==> config.mk <==
export PLATFORM = sky130hd
export DESIGN_NAME = data_mem_ctrl
export DESIGN_NICKNAME = d
export VERILOG_FILES = /design/src/rtl/mem_ctrl_pkg.sv /design/src/rtl/data_mem_ctrl_load_align.sv /design/src/rtl/data_mem_ctrl.sv
export SDC_FILE = /design/constraint.sdc
export NUM_CORES = 1
export LEC_CHECK = 0
export CAP_MARGIN = 20
export CORE_MARGIN = 5
export CORE_UTILIZATION = 40
export DETAILED_ROUTE_END_ITERATION = 12
export GPL_TIMING_DRIVEN = 1
export PLACE_DENSITY = 0.86
export SLEW_MARGIN = 20
export SYNTH_ARGS = -nofsm -noshare
export SYNTH_HDL_FRONTEND = slang
export SYNTH_SLANG_ARGS = --single-unit
==> constraint.sdc <==
create_clock -name clk -period 5.3 [get_ports clk]
set_input_delay 1.325 -clock clk [delete_from_list [all_inputs] [get_ports clk]]
set_output_delay 1.325 -clock clk [all_outputs]
set_load 0.1 [all_outputs]
==> src/rtl/mem_ctrl_pkg.sv <==
// Shared types and helpers for the data memory controller: FSM states,
// Funct3 access-size encodings, byte-enable width and per-access decode helpers.
package mem_ctrl_pkg;

  localparam int BE_W = 4;

  typedef enum logic [1:0] {
    ST_IDLE = 2'd0,
    ST_REQ  = 2'd1,
    ST_DONE = 2'd2
  } state_t;

  localparam logic [2:0] F3_B  = 3'b000;
  localparam logic [2:0] F3_H  = 3'b001;
  localparam logic [2:0] F3_W  = 3'b010;
  localparam logic [2:0] F3_BU = 3'b100;
  localparam logic [2:0] F3_HU = 3'b101;

  // Size/sign encoding valid for the direction and naturally aligned.
  function automatic logic access_legal(input logic [2:0] funct3,
                                        input logic [1:0] addr_lo,
                                        input logic       is_store);
    case (funct3)
      F3_B:    return 1'b1;
      F3_H:    return !addr_lo[0];
      F3_W:    return addr_lo == 2'b00;
      F3_BU:   return !is_store;
      F3_HU:   return !is_store && !addr_lo[0];
      default: return 1'b0;
    endcase
  endfunction

  function automatic logic [BE_W-1:0] byte_enables(input logic [2:0] funct3,
                                                   input logic [1:0] addr_lo);
    case (funct3[1:0])
      2'b00:   return BE_W'(4'b0001 << addr_lo);
      2'b01:   return BE_W'(4'b0011 << {addr_lo[1], 1'b0});
      default: return {BE_W{1'b1}};
    endcase
  endfunction

endpackage

==> src/rtl/data_mem_ctrl_load_align.sv <==
// load_align: picks the addressed byte/halfword out of a read word and
// sign- or zero-extends it according to Funct3.
module load_align
  import mem_ctrl_pkg::*;
#(
  parameter int DATA_W = 32
) (
  input  logic [DATA_W-1:0] rdata,
  input  logic [1:0]        addr_lo,
  input  logic [2:0]        funct3,
  output logic [DATA_W-1:0] data
);

  logic [7:0]  byte_sel;
  logic [15:0] half_sel;

  always_comb begin
    // NOTE: every output of a combinational block gets a value before any
    // branch; otherwise an uncovered path would infer a latch.
    byte_sel = rdata[7:0];
    half_sel = addr_lo[1] ? rdata[31:16] : rdata[15:0];
    data     = rdata;
    case (addr_lo)
      2'd1:    byte_sel = rdata[15:8];
      2'd2:    byte_sel = rdata[23:16];
      2'd3:    byte_sel = rdata[31:24];
      default: byte_sel = rdata[7:0];
    endcase
    case (funct3)
      F3_B:    data = {{(DATA_W-8){byte_sel[7]}}, byte_sel};
      F3_BU:   data = {{(DATA_W-8){1'b0}}, byte_sel};
      F3_H:    data = {{(DATA_W-16){half_sel[15]}}, half_sel};
      F3_HU:   data = {{(DATA_W-16){1'b0}}, half_sel};
      default: data = rdata;
    endcase
  end

endmodule

==> src/rtl/data_mem_ctrl.sv <==
// data_mem_ctrl: load/store unit between the pipeline and a req/ack data memory.
// Optional feature: define MEM_TIMEOUT_EN to abort a request after TIMEOUT_CYCLES.
module data_mem_ctrl
  import mem_ctrl_pkg::*;
#(
  parameter int DATA_W         = 32,
  parameter int TIMEOUT_CYCLES = 16
) (
  input  logic              clk,
  input  logic              reset,
  input  logic              MemRead,
  input  logic              MemWrite,
  input  logic [2:0]        Funct3,
  input  logic [DATA_W-1:0] Addr,
  input  logic [DATA_W-1:0] WrData,
  output logic [DATA_W-1:0] RdData,
  output logic              Stall,
  output logic              Err,
  output logic              mem_req,
  output logic              mem_we,
  output logic [DATA_W-1:0] mem_addr,
  output logic [BE_W-1:0]   mem_be,
  output logic [DATA_W-1:0] mem_wdata,
  input  logic              mem_ack,
  input  logic [DATA_W-1:0] mem_rdata
);

  state_t            state_q, state_d;
  logic              mem_we_q, mem_we_d;
  logic [BE_W-1:0]   mem_be_q, mem_be_d;
  logic [DATA_W-1:0] mem_addr_q, mem_addr_d;
  logic [DATA_W-1:0] mem_wdata_q, mem_wdata_d;
  logic [1:0]        addr_lo_q, addr_lo_d;
  logic [2:0]        funct3_q, funct3_d;
  logic [DATA_W-1:0] rd_data_q, rd_data_d;
  logic [DATA_W-1:0] load_data;
  logic              req_legal, req_illegal, err_pulse;

`ifdef MEM_TIMEOUT_EN
  localparam int CNT_W = $clog2(TIMEOUT_CYCLES + 1);
  logic [CNT_W-1:0] cnt_q, cnt_d;
`endif

  load_align #(.DATA_W(DATA_W)) u_load_align (
    .rdata   (mem_rdata),
    .addr_lo (addr_lo_q),
    .funct3  (funct3_q),
    .data    (load_data)
  );

  always_comb begin
    req_legal   = (MemRead ^ MemWrite) && access_legal(Funct3, Addr[1:0], MemWrite);
    req_illegal = (MemRead | MemWrite) && !req_legal;
    state_d     = state_q;
    mem_we_d    = mem_we_q;
    mem_be_d    = mem_be_q;
    mem_addr_d  = mem_addr_q;
    mem_wdata_d = mem_wdata_q;
    addr_lo_d   = addr_lo_q;
    funct3_d    = funct3_q;
    rd_data_d   = rd_data_q;
    err_pulse   = 1'b0;
`ifdef MEM_TIMEOUT_EN
    cnt_d = (state_q == ST_REQ) ? cnt_q + 1'b1 : '0;
`endif
    case (state_q)
      ST_IDLE: begin
        if (req_legal) begin
          state_d    = ST_REQ;
          mem_we_d   = MemWrite;
          mem_be_d   = byte_enables(Funct3, Addr[1:0]);
          mem_addr_d = {Addr[DATA_W-1:2], 2'b00};
          addr_lo_d  = Addr[1:0];
          funct3_d   = Funct3;
          case (Funct3[1:0])
            2'b00:   mem_wdata_d = DATA_W'({4{WrData[7:0]}});
            2'b01:   mem_wdata_d = DATA_W'({2{WrData[15:0]}});
            default: mem_wdata_d = WrData;
          endcase
        end else if (req_illegal) begin
          err_pulse = 1'b1;
        end
      end
      ST_REQ: begin
        if (mem_ack) begin
          state_d = ST_DONE;
          if (!mem_we_q) rd_data_d = load_data;
`ifdef MEM_TIMEOUT_EN
        end else if (cnt_q == CNT_W'(TIMEOUT_CYCLES - 1)) begin
          state_d   = ST_DONE;
          err_pulse = 1'b1;
          if (!mem_we_q) rd_data_d = '0;
`endif
        end
      end
      default: state_d = ST_IDLE;
    endcase
  end

  always_ff @(posedge clk or posedge reset) begin
    // NOTE: state registers use non-blocking assignments so every flop samples
    // pre-edge values regardless of statement order.
    if (reset) begin
      state_q     <= ST_IDLE;
      mem_we_q    <= 1'b0;
      mem_be_q    <= '0;
      mem_addr_q  <= '0;
      mem_wdata_q <= '0;
      addr_lo_q   <= '0;
      funct3_q    <= '0;
      rd_data_q   <= '0;
`ifdef MEM_TIMEOUT_EN
      cnt_q       <= '0;
`endif
    end else begin
      state_q     <= state_d;
      mem_we_q    <= mem_we_d;
      mem_be_q    <= mem_be_d;
      mem_addr_q  <= mem_addr_d;
      mem_wdata_q <= mem_wdata_d;
      addr_lo_q   <= addr_lo_d;
      funct3_q    <= funct3_d;
      rd_data_q   <= rd_data_d;
`ifdef MEM_TIMEOUT_EN
      cnt_q       <= cnt_d;
`endif
    end
  end

  // Err is combinational from the request inputs, so it is masked while reset is held.
  assign Err       = err_pulse & ~reset;
  assign Stall     = (state_q == ST_IDLE && req_legal) || (state_q == ST_REQ);
  assign mem_req   = (state_q == ST_REQ);
  assign mem_we    = mem_we_q;
  assign mem_be    = mem_be_q;
  assign mem_addr  = mem_addr_q;
  assign mem_wdata = mem_wdata_q;
  assign RdData    = rd_data_q;

endmodule
After elaboration in Yosys (flattened, before gate mapping)
Cells that the tools add are included.
Operators by class
  div/mod/pow operators: 0
  shift operators: 2
  $add $sub $neg: 0
  equal/unequal tests: 14
  bitwise operators: 5
  $mul: 0
  reduce and logical (&&, ||, !) cells: 16
  magnitude comparators: 0
  mux-type cells: 12
Operator list (number)
  $pmux 32 s4: 1
  $pmux 32 s2: 1
  $pmux 8 s3: 1
  $mux 16: 1
  $eq 3x3->1 const B: 4
  $pmux 4 s2: 1
  $eq 2x1->1 const B: 3
  $eq 3x1->1 const B: 2
  $logic_not 2->1: 3
  $logic_not 3->1: 2
  $pmux 1 s5: 1
  $eq 2x2->1 const B: 2
  $logic_and 1x1->1: 4
  $mux 2: 2
  $pmux 2 s2: 1
  $reduce_and 2->1: 2
  $shl 1x2->4 const A: 1
  $shl 2x2->4 const A: 1
  $eq 3x2->1 const B: 1
  $logic_not 1->1: 3
  $mux 1: 3
  $reduce_and 3->1: 1
  $ne 2x1->1 const B: 1
  $ne 2x2->1 const B: 1
  5 further kinds: 6
Word-level totals
  bits in registers: 106
  input port bits: 104
  memories kept: 0
  word-level logic and storage cells: 57
  bits in latches: 0
  memory bits (writable): 0
  bits in read-only memories: 0
  output and inout bits: 104

Logic depth before layout (Yosys ltp)
Gate-level depths: netlist (run 1).
  depth after elaboration: 10
  mapped depth: 8
  depth with buffers taken out: 6

Modules after synthesis
A second synthesis (run 1) with hierarchy kept.
Unflattened totals
  cells, all modules: 406
  area total of the unflattened synthesis: 5124.9 sq um
Modules (own cells, without submodules)
  data_mem_ctrl: seq. area each 2652.5 sq um, area an instance 4456.8 sq um, times used 1, cells an instance 295
  load_align: seq. area each 0.0 sq um, area an instance 668.1 sq um, times used 1, cells an instance 111

Worst setup path after synthesis (run 1)
No wires, ideal clock.
  path type: input port to output port
  start: in MemWrite
  end: out Stall
  stages: 7
  path buffers: 2
  path slack: 0.996 ns
  arrival: 2.979 ns
  data required time: 3.975 ns
  cell sequence: inv_1 > ha_1 > a21boi_1 > o2111ai_2 > buf_6 > buf_2 > nand2_1
Between the ends
  cells in the longest elaborated chain, start to end: 6
  elaborated cells on any way between the ends: 7
  classes of those cells: 1 x mux; 1 x bitwise; 5 x reduce/logical
Ends and longest elaborated chain
  from (decl): line data_mem_ctrl.sv:12  | input logic MemWrite,
  $logic_not 1->1: line mem_ctrl_pkg.sv:27, mem_ctrl_pkg.sv:28
  $logic_and 1x1->1: line mem_ctrl_pkg.sv:28  | F3_HU: return !is_store && !addr_lo[0];
  $pmux 1 s5: line mem_ctrl_pkg.sv:23  | case (funct3)
  $logic_and 1x1->1 *: line data_mem_ctrl.sv:52  | req_legal = (MemRead ^ MemWrite) && access_legal(Funct3, Addr[1:0], MemWrite);
  $logic_and 1x1->1 *: line data_mem_ctrl.sv:132  | assign Stall = (state_q == ST_IDLE && req_legal) || (state_q == ST_REQ);
  $logic_or 1x1->1 *: line data_mem_ctrl.sv:132
  to (decl): line data_mem_ctrl.sv:17  | output logic Stall,
Mark *: on every way between the ends. The rest lies on a longest branch, timed or not.

Worst setup path in the final report (run 1)
  start: in MemWrite
  end: out Err
Between the ends
  cells in the longest elaborated chain, start to end: 10
  elaborated cells on any way between the ends: 12
  classes of those cells: 4 x mux; 3 x bitwise; 5 x reduce/logical
Ends and longest elaborated chain
  $logic_not 1->1: line mem_ctrl_pkg.sv:27, mem_ctrl_pkg.sv:28
  $logic_and 1x1->1: line mem_ctrl_pkg.sv:28
  $pmux 1 s5: line mem_ctrl_pkg.sv:23
  $logic_and 1x1->1: line data_mem_ctrl.sv:52
  $logic_not 1->1: line data_mem_ctrl.sv:53  | req_illegal = (MemRead | MemWrite) && !req_legal;
  $logic_and 1x1->1: line data_mem_ctrl.sv:53
  $mux 1: line data_mem_ctrl.sv:80  | end else if (req_illegal) begin
  $mux 1 *: line data_mem_ctrl.sv:68  | if (req_legal) begin
  $mux 1 *: line data_mem_ctrl.sv:66  | case (state_q)
  $and 1x1->1 *: line data_mem_ctrl.sv:131  | assign Err = err_pulse & ~reset;
  to (decl): line data_mem_ctrl.sv:18  | output logic Err,
Marks and branches as above.

==> results of run 1 <==
-- cells in the final DEF, fill, tap and decap left out, drive strengths merged, types with 3 or more instances in the layout --
master,n
nand2b,6
nor2,35
inv,8
a21oi,36
and3,4
clkdlybuf4s50,203
or2,4
buf,8
clkbuf,15
o221ai,3
dfrtp,106
nand2,68
nor3b,4
nand3b,8
mux2,50
a311oi,3
mux2i,25
nor3,5
o221a,4
o21ai,42
a31oi,4
-- routing by layer --
layer | vias to the layer above | wire length [um]
li1 | 1984 | -
met1 | 2040 | 5800
met2 | 201 | 7320
met3 | 31 | 1480
met4 | 0 | 420
met5 | - | 0
-- cells by family after synthesis --
logic type / after synthesis
and+or+nand+nor: 139
DFF: 106
AOI/OAI and AO/OA: 98
muxes: 76
buffers and inverters: 42
adders and majority gates: 1
other: 1
-- worst max-delay path by stage --
| stage | end | depth (start not counted) | start | slack (ps) |
|---|---|---|---|---|
| after floorplan | Stall | 7 | MemWrite | 1000 |
| after global placement | Err | 7 | MemWrite | 1100 |
| after detailed placement | Err | 7 | MemWrite | 1030 |
| after CTS | Err | 7 | MemWrite | 1030 |
| after global routing | Err | 7 | MemWrite | 960 |
| final | Err | 7 | MemWrite | 1040 |
-- stage by stage --
step	util [%]	hold WS (ps)
floorplan	-	526
global placement	59.2	462
detailed placement	59.2	469
CTS	61.5	484
global route	61.6	503
finish	61.6	476
-- flip-flops by register name, summed over array words and instances (netlist names) --
name / count
mem_be: 4
mem_addr: 30
mem_wdata: 32
RdData: 32
funct3_q: 3
mem_we: 1
addr_lo_q: 2
state_q: 2
-- critical path: cells and delay by family --
family / cells / cell delay (ps)
simple gates: 1 / 220
buf+inv: 3 / 720
fa+ha+maj: 1 / 270
compound gates: 2 / 400
-- layout make-up --
type / count / area (sq um)
Clock inverter: 1 / 7.51
Timing Repair Buffer: 211 / 2120
Clock buffer: 15 / 278
Sequential cell: 106 / 2650
Fill cell: 996 / 4650
Multi-Input combinational cell: 316 / 2160
Inverter: 8 / 35.0
Tap cell: 168 / 210
==> results.ini, run 1 <==
[status]
outcome=finished clean

[global_routing]
grt_max_degree=88
grt_pass1_vias=4664
grtUsageMet1_pct=23.3
met3_usage_pct=7.75
grt_overflow_total=0
grt_use_total_pct=20.3
use_met2_pct=33.3
grt_pass1_wl_mm=23.7
antenna_found_initial=0
top_usage_layer=met2

[drt]
vias=4256
routedWlPerCell_um=18.2
post-route-drc-count=0
drt_iter0_drc=414
vias_per_cell=5.16
ant_nets=0
wirelength_mm=15.0
detail_route.first_pass.iterations=5

[critical_path]
setup.worst_path.start_class=primary input
r2r_setup_slack_ps=2800
cp-end-kind=primary output
r2r-end=RdData[28]$_DFFE_PP0P_
cp_max_fo=2
reg2regPathDepth=3
cp_slowest_cell=clkdlybuf4s50_1
path_cells=clkdlybuf4s50_1 -> inv_1 -> ha_1 -> a21boi_1 -> o211ai_1 -> and3_1 -> buf_12
rr_startpoint=addr_lo_q[1]$_DFFE_PP0P_
cp_slowest_stage_delay_ps=480
critPathRequiredTime_ps=3970
cp.arrival_ps=2930
crit_type=primary input to primary output

[logic_synthesis]
yosys.area_share.simple_pct=12.9
netlist.area_leader.share_pct=53.1
synthAdderAreaFrac_pct=0.251
synth_warnings=0
ys_ff_latch=106
ys_seq_area_share_pct=53.1
synth_most_common_cell=dfrtp_1
syn_area_sq_um=4990
synth_area_per_cell_sq_um=10.8
yosysTopAreaCell=dfrtp_1
synth-edff-count=0
synth_xor_area_share_pct=0
syn_inst=463
synthMuxAreaShare_pct=18.1
async_reset_ff_share_pct=100
synth-compound-area-share_pct=11.5
synthTopCellsByArea=dfrtp_1 (53%), mux2_2 (7.2%), mux2_4 (5.4%), nand2_1 (5.1%), mux2i_1 (5.0%)
ys_types=40
synth_flop_cell=dfrtp_1
synth_top_family_by_area=multiplexers
ys_top_cells_by_count=dfrtp_1 (106), nand2_1 (68), o21ai_0 (41)

[flow_run]
max-cap-violations=0

[cts]
clk_pin_slew_ps=60
tritoncts=yes
post_cts_resized=0
h-tree-depth=3
clkLatencyLatePin_ps=350
clock-root-buffer=clkbuf_16
cts.sink_count=106
postCtsHoldBufs=0
cts_buffer_depth=2
postCtsSetupRepairBufs=0
numCtsBuffers=9

[timing]
period_needed_ps=4260
clock_skew_ps=5.75
fin_tns_setup_ps=0
hold_viol_final=0
relSlewSlack_pct=29.5
drv_slew=0
setup_slack_ps=1040
setup_viol=0
rsz0062_at_grt=false
worst_slew_pin_slew_ps=1060
fmax_mhz=235
post-route-period-util_pct=80.3

[die]
top_level_ports=208
die-area_sq_um=14800
rows=40
initial_core_util_pct=41.2
die_h_um=122
dieWidth_um=122
core_sq_um=12100

[worst_hold_path]
hold_path_depth=2
hold_end=mem_wdata[13]$_DFFE_PP0P_
min_from=mem_wdata[13]$_DFFE_PP0P_
min_path_type=register to register

[cells_and_area]
syn2layout_area_growth_pct=49.3
antenna_cells=0
fin_area_sq_um=7460
layoutNonFillerInstCount=825
layout-drive-gt1-share_pct=13.2
fin_nets=757

[placed_design]
hpwlAfterDp_mm=11.1
placed_area_sq_um=7160
numPortBuffers=205
gp_congestion=0.915
pre_cts_ws_ps=1030
dp_cells=809

Power of run 1 is left out: the tool's default activity adds up to more than one toggle a clock period on the data nets, which glitch-free logic cannot reach.
==> inputs of run 2 (changes only) <==
- clock period: 5.3 -> 4.1 ns (I/O delays scaled with it)
==> run 2 against run 1 <==
Net effect:
- utilization is 0.15 points higher
- critical path depth stayed put
- clock-buffer cell count decreased by 5
- sequential share of layout area down 0.089 points
- via count rose by 0.38%
- flip-flop and latch count is the same
- global-route usage hardly changed
- routed wire length is 0.41% higher
- first-iteration DRC count decreased by 17%
- clock skew grew 1.2 ps
==> results.ini, run 2 (same netlist as run 1, synthesis figures left out) <==
[timing]
rsz0062_at_grt=false
drv_slew=0
post-route-period-util_pct=90.3
fmax_mhz=270
hold_viol_final=0
worst_slew_pin_slew_ps=1030
period_needed_ps=3700
relSlewSlack_pct=30.8
clock_skew_ps=6.98
fin_tns_setup_ps=0
setup_viol=0

[cells_and_area]
mostFrequentLayoutCell=clkdlybuf4s50_1
syn2layout_area_growth_pct=49.7
mostFrequentLayoutCells=clkdlybuf4s50_1 (203), dfrtp_1 (106), nand2_1 (68)
layoutNonFillerInstCount=825
layout-drive-gt1-share_pct=13.7
nFillCells=979
register_area_sq_um=2650
multi_input_area_sq_um=2150
fin_nets=757
antenna_cells=0

[drt]
detail_route.first_pass.iterations=4
ant_nets=0
post-route-drc-count=0
vias_per_cell=5.18
vias=4272
wirelength_mm=15.1
routedWlPerCell_um=18.3
drt_iter0_drc=342

[critical_path]
cp.depth=7
cp-end-kind=primary output
r2r_setup_slack_ps=1640
path_cells=clkdlybuf4s50_1 -> inv_1 -> ha_1 -> a21boi_1 -> o2111ai_4 -> nand2_1 -> buf_12
reg2regPathDepth=3
path_delay_family=buffers and inverters
path_buf_inv=3
setup.worst_path.start_class=primary input
cp_max_fo=2
cp_slowest_cell=clkdlybuf4s50_1
critPathRequiredTime_ps=3070
cp_slowest_stage_delay_ps=470
crit_type=primary input to primary output
cp.arrival_ps=2680

[global_routing]
grt_use_total_pct=20.3
antenna_found_initial=0
grt_max_degree=104
grt_overflow_total=0
grt_pass1_wl_mm=23.8
grt_pass1_vias=4496

[cts]
h-tree-depth=3
numCtsBuffers=9
postCtsHoldBufs=0
cts_buffer_depth=2
postCtsSetupRepairBufs=0
clk_pin_slew_ps=70
clock-root-buffer=clkbuf_16
cts.sink_count=106
clkLatencyLatePin_ps=350
tritoncts=yes
post_cts_resized=0

[placed_design]
dp_cells=809
numPortBuffers=205
gp_congestion=0.943
hpwlAfterDp_mm=11.1

[die]
initial_core_util_pct=41.2
top_level_ports=208
rows=40
die_h_um=122
dieWidth_um=122
core_sq_um=12100
die-area_sq_um=14800

[worst_hold_path]
min_path_type=register to register
hold_path_depth=2

[status]
outcome=finished clean

[flow_run]
max-cap-violations=0

## run 2: cell types whose count changed in the layout (fill, tap and decap cells not counted), sizes merged
cell	change
clkinvlp	+1
clkinv	+2
clkbuf	-5
inv	+2
## run 2: routing by layer
layer	global-route usage (%)	part of all wire, %	vias to the layer above
met3	7.38	9.7	27
met4	7.21	2.2	0
met1	24.1	39	2063
met5	0	0	-
met2	33.9	49	198
li1	-	-	1984
## run 2: per-stage QoR
| step | setup WS [ps] | instance area (sq um) | hold WS [ps] | util, % |
|---|---|---|---|---|
| floorplan | 286 | 5000 | 526 | - |
| global placement | 493 | 7190 | 461 | 59.4 |
| detailed placement | 412 | 7190 | 470 | 59.4 |
| CTS | 400 | 7480 | 487 | 61.7 |
| global route | 327 | 7480 | 506 | 61.7 |
| finish | 397 | 7480 | 484 | 61.7 |
## run 2: final cells by class
type	count	area share (%)
clock buffer	10	3.20
clock inverter	6	0.669
inverter	8	0.435
multi-input combinational	316	28.8
sequential	106	35.5
tap	168	2.81
timing repair buffer	211	28.6
## run 2: tightest hold or removal path: stages (launching register included)
cell and delay (ps):
dfrtp_1 350, nand2_1 50, o21ai_0 60
## run 2: worst paths after layout
| kind | end | start |
|---|---|---|
| setup / recovery | Stall | MemWrite |
| hold / removal | mem_wdata[13]$_DFFE_PP0P_ | mem_wdata[13]$_DFFE_PP0P_ |
| setup reg to reg | RdData[15]$_DFFE_PP0P_ | addr_lo_q[1]$_DFFE_PP0P_ |
| hold reg to reg | mem_wdata[13]$_DFFE_PP0P_ | mem_wdata[13]$_DFFE_PP0P_ |
| max in group asynchronous | mem_addr[9]$_DFFE_PP0P_ | reset |
| min in group asynchronous | mem_addr[30]$_DFFE_PP0P_ | reset |
Power of run 2 is left out for the same reason.
==> RTL edit: new RTL, settings of run 2 <==
`BE_W`: 4 -> 5.
--- a/src/rtl/mem_ctrl_pkg.sv
+++ b/src/rtl/mem_ctrl_pkg.sv
@@ -2,7 +2,7 @@
 // Funct3 access-size encodings, byte-enable width and per-access decode helpers.
 package mem_ctrl_pkg;
 
-  localparam int BE_W = 4;
+  localparam int BE_W = 5;
 
   typedef enum logic [1:0] {
     ST_IDLE = 2'd0,
Ports: changed (resized mem_be); port bits go from 208 to 209. The function was not compared with the original's and may differ.
==> RTL edit against run 2 <==
Setup slack improved by 0.24 ns. Design area increased by 1.4%. Routed wire length increased by 0.86%. Final cell count increased by 2.3%. Area after synthesis increased by 1.8%. Via count increased by 3.3%. First-iteration DRC count increased by 15%. Clock skew increased by 0.0014 ns. Sequential cell count increased by 1.
Power is not shown: default switching activity piles up to over one toggle a cycle in this logic, so the estimate is an artifact.
==> RTL edit: results <==
group,metric,value,unit
global_route,grt_pass1_vias,4641,
layout,fin_cells,844,
synth,synth.distinct_cells,42,
outcome,status,"complete, no violations",
setup_path,cp.arrival,2.44,ns
place,finalWeightedCongestion,0.935,
sta,tightest_slew,1.07,ns
routing,wirelength_met1,5930,um
clock_tree,cts_root_buf,"clkbuf_16",
routing,drt_iter0_drc,392,
layout,drive_above_1_share,0.132,
clock_tree,htreeDepth,3,
global_route,grt_pass1_wl,24200,um
worst_hold_path,hold_depth,2,
place,post-place-cells,828,
setup_path,cp_slowest_stage_delay,0.46,ns
layout,nets,772,
synth,synth_common_cells,"107 x dfrtp_1, 69 x nand2_1, 44 x mux2_2",
global_route,antenna_found_initial,0,
place,portBuffers,206,
worst_hold_path,whs_endpoint,"mem_wdata[14]$_DFFE_PP0P_",
global_route,grt_max_degree,105,
setup_path,rr_startpoint,"addr_lo_q[1]$_DFFE_PP0P_",
clock_tree,clockBufferDepth,2,
global_route,grt_usage,0.205,
synth,synthArstFlopShare,1.00,
clock_tree,cts_resized,0,
place,dp_hpwl,11400,um
routing,routed_wl,15200,um
setup_path,worstPathMaxFanout,8,
routing,wl_met3,1590,um
synth,synth_cells,479,
worst_hold_path,hp-start,"mem_wdata[14]$_DFFE_PP0P_",
synth,yosysWarnings,0,
synth,yosysSeqAreaShare,0.527,
setup_path,crit_slowest_cell,"clkdlybuf4s50_1",
setup_path,regToRegSetupSlack,1.71,ns
setup_path,critPathLaunch,"Funct3[0]",
setup_path,timing.rr.end,"RdData[16]$_DFFE_PP0P_",
sta,whs,0.490,ns
routing,vias,4412,
synth,synth.area.top_cells,"dfrtp_1 53%, mux2_2 9.7%, mux2i_1 5.5%",
sta,finalClockSkew,0.00841,ns
setup_path,rr_worst_depth,4,
routing,route.met2.wl,7170,um
routing,drt_first_pass_iters,5,
layout,num_antenna_cells,0,
-- RTL edit: cell type report --
cell class | count | area (um^2)
Fill cell | 1063 | 4930
Tap cell | 172 | 215
Clock inverter | 7 | 76.3
Timing Repair Buffer | 215 | 2160
Inverter | 7 | 28.8
Multi-Input combinational cell | 327 | 2200
Sequential cell | 107 | 2680
Clock buffer | 9 | 225
-- RTL edit: cells by family after synthesis --
family,count (synthesis),share of synthesized area
AND/OR/NAND/NOR,154,0.147
flip-flops,107,0.527
buffers and inverters,46,0.0436
multiplexers,80,0.176
AO/OA/AOI/OAI,90,0.103
adder cells (fa/ha/maj),1,0.00246
other,1,0.000737
-- RTL edit: worst max path at each step --
stage	end	slack [ns]	cells after the start
after global routing	Err	0.55	5
after floorplan	RdData[0]$_DFFE_PP0P_	0.26	1
final	Err	0.64	6
after CTS	Err	0.63	5
after global placement	Err	0.67	6
after detailed placement	mem_addr[11]$_DFFE_PP0P_	0.60	5
-- RTL edit: layer usage --
metal | global-route usage | vias up
met5 | 0 | -
met4 | 0.0896 | 0
met3 | 0.0751 | 41
met2 | 0.329 | 211
met1 | 0.248 | 2108
li1 | - | 2052
-- RTL edit: through the flow --
step,utilization,setup WS (ns),instance area (um^2)
final,0.606,0.638,7590
after global routing,0.606,0.547,7590
after CTS,0.606,0.629,7590
after detailed placement,0.582,0.598,7280
after global placement,0.582,0.673,7280
after floorplan,-,0.258,5090
-- RTL edit: worst register-to-register path, delay by kind of cell, from the launching register on --
family                 cells  cell delay [ns]
buffers and inverters      1             0.35
AOI/OAI and AO/OA          1             0.16
and+or+nand+nor            2             0.93
DFF                        1             0.85
